File: src/rtl/pe_mac_seq_if.sv
// pe_mac_seq_if: operand-in / result-out handshake bundle for the sequential
// dot-product processing element.
//   slave  : seen by pe_mac_seq (consumes operands, produces the result)
//   master : seen by the operand source / result sink
interface pe_mac_seq_if #(
    parameter int A = 8,
    parameter int B = 8,
    parameter int N = 3,
    parameter int O = A + B + 2
);
    logic           i_valid;
    logic           o_ready;
    logic [N*A-1:0] pe_mul_a;
    logic [N*B-1:0] pe_mul_b;
    logic           o_valid;
    logic           i_ready;
    logic [O-1:0]   o_out;

    modport slave (
        input  i_valid,
        input  pe_mul_a,
        input  pe_mul_b,
        input  i_ready,
        output o_ready,
        output o_valid,
        output o_out
    );

    modport master (
        output i_valid,
        output pe_mul_a,
        output pe_mul_b,
        output i_ready,
        input  o_ready,
        input  o_valid,
        input  o_out
    );
endinterface

File: src/rtl/pe_mac_seq.sv
// pe_mac_seq: sequential dot-product processing element.
// Latches N lanes of a/b operands, accumulates a[k]*b[k] one lane per cycle
// with a single multiplier, then presents the sum over a valid/ready handshake.
// Optional build macro PE_MAC_SEQ_SIGNED_EN: lanes are two's complement and
// products are sign-extended before accumulation; otherwise unsigned with
// zero extension. Handshake and latency are identical in both builds.
module pe_mac_seq #(
    parameter int A = 8,
    parameter int B = 8,
    parameter int N = 3,
    parameter int O = A + B + 2
) (
    input  logic          i_clk,
    input  logic          i_resetn,
    pe_mac_seq_if.slave   bus
);
    localparam int CW = (N > 1) ? $clog2(N) : 1;

    typedef enum logic [1:0] {IDLE, MUL, DONE} state_t;

    state_t         state_reg;
    state_t         state_next;
    logic           ready_reg;
    logic [CW-1:0]  k_reg;
    logic [O-1:0]   acc_reg;
    logic [O-1:0]   out_reg;
    logic [A-1:0]   a_lane_reg [N];
    logic [B-1:0]   b_lane_reg [N];

    logic           accept;
    logic           last_lane;
    logic [A-1:0]   a_cur;
    logic [B-1:0]   b_cur;
    logic [A+B-1:0] prod;
    logic [O-1:0]   prod_ext;
    logic [O-1:0]   sum;

    // ready_reg is only ever high in IDLE, so it alone qualifies the accept
    assign accept    = bus.i_valid && ready_reg;
    assign last_lane = (k_reg == CW'(N - 1));
    assign a_cur     = a_lane_reg[k_reg];
    assign b_cur     = b_lane_reg[k_reg];

    // Single shared multiplier: full-width product of the current lane, extended to accumulator width
    always_comb begin
`ifdef PE_MAC_SEQ_SIGNED_EN
        prod     = $signed({{B{a_cur[A-1]}}, a_cur}) * $signed({{A{b_cur[B-1]}}, b_cur});
        prod_ext = O'($signed(prod));
`else
        prod     = {{B{1'b0}}, a_cur} * {{A{1'b0}}, b_cur};
        prod_ext = O'(prod);
`endif
        sum = acc_reg + prod_ext;
    end

    // State register; o_ready is registered from the next state so it stays low during reset
    always_ff @(posedge i_clk or negedge i_resetn) begin
        if (!i_resetn) begin
            state_reg <= IDLE;
            ready_reg <= 1'b0;
        end else begin
            state_reg <= state_next;
            ready_reg <= (state_next == IDLE);
        end
    end

    // Next-state decode: accept -> N multiply cycles -> hold result until the sink takes it
    always_comb begin
        state_next = state_reg;
        case (state_reg)
            IDLE:    if (accept)      state_next = MUL;
            MUL:     if (last_lane)   state_next = DONE;
            DONE:    if (bus.i_ready) state_next = IDLE;
            default:                  state_next = IDLE;
        endcase
    end

    // Output decode: result is valid exactly while waiting in DONE
    always_comb begin
        bus.o_ready = ready_reg;
        bus.o_valid = (state_reg == DONE);
        bus.o_out   = out_reg;
    end

    // Operand capture, one register pair per lane, loaded only on the accept edge
    generate
        for (genvar gi = 0; gi < N; gi++) begin : g_lane
            always_ff @(posedge i_clk or negedge i_resetn) begin
                if (!i_resetn) begin
                    a_lane_reg[gi] <= '0;
                    b_lane_reg[gi] <= '0;
                end else if (state_reg == IDLE && accept) begin
                    a_lane_reg[gi] <= bus.pe_mul_a[gi*A +: A];
                    b_lane_reg[gi] <= bus.pe_mul_b[gi*B +: B];
                end
            end
        end
    endgenerate

    // Accumulator, lane counter and result register
    always_ff @(posedge i_clk or negedge i_resetn) begin
        if (!i_resetn) begin
            acc_reg <= '0;
            k_reg   <= '0;
            out_reg <= '0;
        end else begin
            case (state_reg)
                IDLE: begin
                    if (accept) begin
                        acc_reg <= '0;
                        k_reg   <= '0;
                    end
                end
                MUL: begin
                    acc_reg <= sum;
                    if (last_lane) begin
                        out_reg <= sum;
                        k_reg   <= '0;
                    end else begin
                        k_reg <= k_reg + 1'b1;
                    end
                end
                default: ;
            endcase
        end
    end
endmodule

File: src/flat_wrapper.sv
// flat-port wrapper written by rule: the top's interface ports become plain ports
module pe_mac_seq_flat 
#(
    parameter int A = 8,
    parameter int B = 8,
    parameter int N = 3,
    parameter int O = A + B + 2
)
  (i_clk, i_resetn, bus_i_valid, bus_pe_mul_a, bus_pe_mul_b, bus_i_ready, bus_o_ready, bus_o_valid, bus_o_out);
  pe_mac_seq_if #(.A(A), .B(B), .N(N), .O(O)) bus_i ();
  input  logic i_clk;
  input  logic i_resetn;
  input wire logic [$bits(bus_i.i_valid)-1:0] bus_i_valid;
  input wire logic [$bits(bus_i.pe_mul_a)-1:0] bus_pe_mul_a;
  input wire logic [$bits(bus_i.pe_mul_b)-1:0] bus_pe_mul_b;
  input wire logic [$bits(bus_i.i_ready)-1:0] bus_i_ready;
  output wire logic [$bits(bus_i.o_ready)-1:0] bus_o_ready;
  output wire logic [$bits(bus_i.o_valid)-1:0] bus_o_valid;
  output wire logic [$bits(bus_i.o_out)-1:0] bus_o_out;
  assign bus_i.i_valid = bus_i_valid;
  assign bus_i.pe_mul_a = bus_pe_mul_a;
  assign bus_i.pe_mul_b = bus_pe_mul_b;
  assign bus_i.i_ready = bus_i_ready;
  assign bus_o_ready = bus_i.o_ready;
  assign bus_o_valid = bus_i.o_valid;
  assign bus_o_out = bus_i.o_out;
  pe_mac_seq #(.A(A), .B(B), .N(N), .O(O)) u_core (.i_clk(i_clk), .i_resetn(i_resetn), .bus(bus_i));
endmodule
File: config.mk
export PLATFORM = sky130hd
export DESIGN_NAME = pe_mac_seq_flat
export DESIGN_NICKNAME = d
export VERILOG_FILES = /design/src/rtl/pe_mac_seq_if.sv /design/src/rtl/pe_mac_seq.sv /design/src/flat_wrapper.sv
export SDC_FILE = /design/constraint.sdc
export NUM_CORES = 1
export LEC_CHECK = 0
export BUFFER_PORTS_ARGS = -buffer_cell sky130_fd_sc_hd__buf_2
export CELL_PAD_IN_SITES_DETAIL_PLACEMENT = 1
export CELL_PAD_IN_SITES_GLOBAL_PLACEMENT = 2
export CORE_MARGIN = 2
export CORE_UTILIZATION = 38
export DETAILED_ROUTE_END_ITERATION = 7
export PLACE_DENSITY = 0.78
export SLEW_MARGIN = 20
export SYNTH_ARGS = -nofsm -noshare
export SYNTH_HDL_FRONTEND = slang
export SYNTH_SLANG_ARGS = --single-unit
File: constraint.sdc
create_clock -name i_clk -period 6.1 [get_ports i_clk]
set_clock_uncertainty 0.1 [all_clocks]
set_input_delay 0.915 -clock i_clk [delete_from_list [all_inputs] [get_ports i_clk]]
set_output_delay 0.915 -clock i_clk [all_outputs]
set_load 0.02 [all_outputs]
==> impl_summary.txt <==
----------------------------------------------------
[Run]
  MaxCap Viol Count ... 0

[Clocking]
  Post-CTS setup buffers ... 0
  TritonCTS buffer count ... 9
  Deepest clock path buffer count ... 2
  Quantity of gates resized following cts ... 0
  Clk root buf ... sky130_fd_sc_hd__clkbuf_16
  Cts-stage hold buffer count ... 0
  Clock tree from TritonCTS ... done
  Clock-pin transition on the worst setup and hold timing paths ... 70 ps
  # H-tree levels ... 3
  Clock net sink count ... 89
  Clock network latency to the later pin of the worst-skew pair ... ~360 ps

[Global routing]
  Largest net degree at the start of global routing ... 50
  Overflow left after global routing ... 0
  Combined global-route utilization of all metal layers ... 20.3%
  Global-route wire length before repair ... 28200 um
  Number of antenna violations at the first check in global routing ... 0
  Number of global-route vias before repair ... between 5000 and 6000

[Die]
  Top-Level Pins ... 72
  Die ar. ... 18000 sq um
  Total core area ... 16600 sq um
  Overall die width ... 134 um
  Die Height ... 134 um
  Cell row count ... between 40 and 50
  Starting utilization of the core area ... 38.8%

[Layout]
  Filler cell count ... about 1900
  Final antenna diode count ... 0
  Sequential cell area ... about 2200 sq um
  Share of post-route cells with drive strength above 1 ... ~22%
  Combined area of the multi-input logic cells ... ~3700 sq um
  Signed area change from the synthesized netlist to the final layout ... 14.7%
  NumNets Final ... 870

[STA]
  Period minus WS final ... 5690 ps
  Setup violation total in the final timing report ... 0
  Worst Tran Pin Value ... 961 ps
  Final clock period utilization by the worst path ... 93.2%
  Fmax ... 176 MHz
  Number of hold violations in the final report ... 0
  RSZ-0062 raised after global routing ... false
  Pins over their slew limit ... 0
  Setup TNS Final ... 0 ps
  Worst slew margin relative to its limit ... 36.0%

[Placed design]
  Count of buffers inserted at the top-level ports ... 71
  Global placement routability congestion ... between 0.8 and 0.9
  Half-perimeter wire length after placement ... 13200 um

[Setup path]
  Endpoint arrival time on the critical path ... 5830 ps
  Critical path fanouts, max ... 18
  Crit path kind ... reg2reg
  Setup crit start kind ... flop
  End of the critical path ... u_core.bus.o_out[17]
  Internal reg-to-reg setup slack ... just over 400 ps
  Required time at the worst-slack endpoint ... 6250 ps
  R2R cell count ... 20
  Startpoint of the most critical setup path ... u_core.k_reg[0]
  Endpoint of the most critical register-to-register path ... u_core.bus.o_out[17]
  Reg2reg start ... u_core.k_reg[0]
  Endpoint kind of the worst setup timing path ... flop

[Synthesis]
  FF+latch count, synth ... 89
  Post-synthesis instance area ... 6440 sq um
  Number of nets in the synthesized netlist ... 798
  Number of flops mapped to enable cells by yosys ... 0
  Predominant post-synthesis flop cell ... sky130_fd_sc_hd__dfrtp_1
  Number of instances in the synthesized netlist ... 656
  Proportion of synthesized chip area in sequential cells ... 34.6%
  Number of warnings reported in the yosys synthesis log ... 0
  Share of synthesized flip-flops with an asynchronous set or reset ... 100%
  Synthesized area divided by synthesized cell count ... 9.82 sq um
  Count of distinct cell types in the synthesized netlist ... 46

[Detailed routing]
  Wire length after detailed routing ... about 17000 um
  Via count of the routed design ... 4750
  Per-cell via count in the routed design ... 4.98
  WL/cell ... 17.4 um
  Number of DRC markers in iteration 0 ... 174
  Post-route ant nets ... 0
  First drt pass iteration count ... 4
  Number of remaining DRC errors ... 0

[Min path]
  Path class of the lowest-slack min-delay path ... reg2reg

[Status]
  Run status ... complete, no violations

----------------------------------------------------
[cells in the final DEF, fill, tap and decap left out, types with 2 or more instances in the layout]
cell                        Yosys  layout
sky130_fd_sc_hd__o21ai_1        1       2
sky130_fd_sc_hd__mux2_2        49      49
sky130_fd_sc_hd__a21oi_1       29      28
sky130_fd_sc_hd__nand2_1       82      82
sky130_fd_sc_hd__xor2_1         6       6
sky130_fd_sc_hd__or2_2          4       4
sky130_fd_sc_hd__clkbuf_16      0       9
sky130_fd_sc_hd__ha_1          40      40
sky130_fd_sc_hd__o31ai_1        8       8
sky130_fd_sc_hd__buf_4          0      16
sky130_fd_sc_hd__nor2_1        55      55
sky130_fd_sc_hd__nand3_1        5       5
sky130_fd_sc_hd__buf_2          8      70
sky130_fd_sc_hd__a211o_1        3       3
sky130_fd_sc_hd__o21bai_1       3       3
sky130_fd_sc_hd__o21a_1         3       3
sky130_fd_sc_hd__and3_1         2       2
sky130_fd_sc_hd__inv_6          0       2
sky130_fd_sc_hd__mux2i_1       17      17
sky130_fd_sc_hd__nand2b_1       5       5
sky130_fd_sc_hd__dfrtp_1       89      89
sky130_fd_sc_hd__fa_1          50      50
sky130_fd_sc_hd__inv_1         99      99
sky130_fd_sc_hd__o21ai_0       20      19
sky130_fd_sc_hd__a21o_1        14      14
sky130_fd_sc_hd__nor2b_1        5       5
sky130_fd_sc_hd__nor3_1         5       4
sky130_fd_sc_hd__xnor2_1        4       4
sky130_fd_sc_hd__o22ai_1       10      10
sky130_fd_sc_hd__inv_8          0       3
sky130_fd_sc_hd__and2_1         3       3
sky130_fd_sc_hd__nand4_1        5       5
[stage by stage]
stage / instance area (sq um) / hold slack (ps) / cells / worst slack, ps / utilization, %
CTS: 7390 / 382 / 953 / 225 / 44.6
finish: 7390 / 376 / 953 / 413 / 44.6
detailed placement: 7080 / 366 / 937 / 244 / 42.7
global placement: 7080 / 360 / 937 / 292 / 42.7
floorplan: 6440 / 361 / 656 / 613 / -
global route: 7390 / 412 / 953 / 14.4 / 44.6
[kinds of logic after synthesis]
logic type / count (synthesis) / share of synthesized area (%)
compound gates: 99 / 9.85
xor+xnor: 11 / 1.71
fa+ha+maj: 90 / 23.3
buf+inv: 124 / 7.50
flops: 89 / 34.6
mux: 67 / 11.4
simple gates: 176 / 11.6
[layout make-up]
class                           instances  area share (%)
Inverter                               99            5.03
Sequential cell                        89            30.1
Tap cell                              220            3.72
Clock buffer                           10            3.23
Clock inverter                          6           0.914
Timing Repair Buffer                   86            6.36
Multi-Input combinational cell        443            50.6
[worst max-delay path, stage by stage, from the launching register on]
cell and delay, ps:
sky130_fd_sc_hd__dfrtp_1 420, sky130_fd_sc_hd__buf_4 340, sky130_fd_sc_hd__mux2i_1 130, sky130_fd_sc_hd__nor2_1 100, sky130_fd_sc_hd__a21oi_1 50, sky130_fd_sc_hd__buf_4 170
sky130_fd_sc_hd__or2_2 280, sky130_fd_sc_hd__fa_1 480, sky130_fd_sc_hd__fa_1 540, sky130_fd_sc_hd__inv_1 60, sky130_fd_sc_hd__fa_1 540, sky130_fd_sc_hd__inv_1 60
sky130_fd_sc_hd__fa_1 520, sky130_fd_sc_hd__inv_1 40, sky130_fd_sc_hd__ha_1 380, sky130_fd_sc_hd__a211o_1 340, sky130_fd_sc_hd__a31oi_2 210, sky130_fd_sc_hd__nor2_2 100
sky130_fd_sc_hd__a31oi_4 210, sky130_fd_sc_hd__xnor3_1 240, sky130_fd_sc_hd__mux2_4 260
[how the worst min path moves through the flow]
| stage | end | start | cells after the start | slack (ps) |
|---|---|---|---|---|
| after floorplan | u_core.acc_reg[15] | u_core.acc_reg[15] | 2 | 360 |
| after detailed placement | u_core.bus.o_out[9] | u_core.bus.o_out[9] | 2 | 370 |
| after CTS | u_core.bus.o_out[9] | u_core.bus.o_out[9] | 2 | 380 |
| after global routing | u_core.bus.o_out[8] | u_core.bus.o_out[8] | 2 | 410 |
| final | u_core.bus.o_out[10] | u_core.bus.o_out[10] | 2 | 380 |
| after global placement | u_core.bus.o_out[1] | u_core.bus.o_out[1] | 2 | 360 |
[Yosys cell counts (5+ instances only)]
library cell / count / area, sq um
sky130_fd_sc_hd__xor2_1: 6 / 52.6
sky130_fd_sc_hd__a21o_1: 14 / 105
sky130_fd_sc_hd__mux2_2: 49 / 552
sky130_fd_sc_hd__mux2i_1: 17 / 170
sky130_fd_sc_hd__o31ai_1: 8 / 60.1
sky130_fd_sc_hd__clkbuf_1: 14 / 52.6
sky130_fd_sc_hd__ha_1: 40 / 500
sky130_fd_sc_hd__nand4_1: 5 / 31.3
sky130_fd_sc_hd__nor3_1: 5 / 25.0
sky130_fd_sc_hd__nor2_1: 55 / 206
sky130_fd_sc_hd__nand2b_1: 5 / 31.3
sky130_fd_sc_hd__o21ai_0: 20 / 100
sky130_fd_sc_hd__inv_1: 99 / 372
sky130_fd_sc_hd__nand2_1: 82 / 308
sky130_fd_sc_hd__nand3_1: 5 / 25.0
sky130_fd_sc_hd__buf_2: 8 / 40.0
sky130_fd_sc_hd__o22ai_1: 10 / 62.6
sky130_fd_sc_hd__nor2b_1: 5 / 31.3
sky130_fd_sc_hd__fa_1: 50 / 1000
sky130_fd_sc_hd__dfrtp_1: 89 / 2230
sky130_fd_sc_hd__a21oi_1: 29 / 145
[layer usage]
layer / track usage, % / up-vias / routed length (um)
li1: - / 2287 / -
met1: 24.7 / 2396 / 7110
met2: 37.1 / 49 / 8800
met3: 2.57 / 18 / 405
met4: 6.67 / 0 / 310
met5: 0 / - / 0
Power is not shown: default switching activity piles up to over one toggle a cycle in this logic, so the estimate is an artifact.
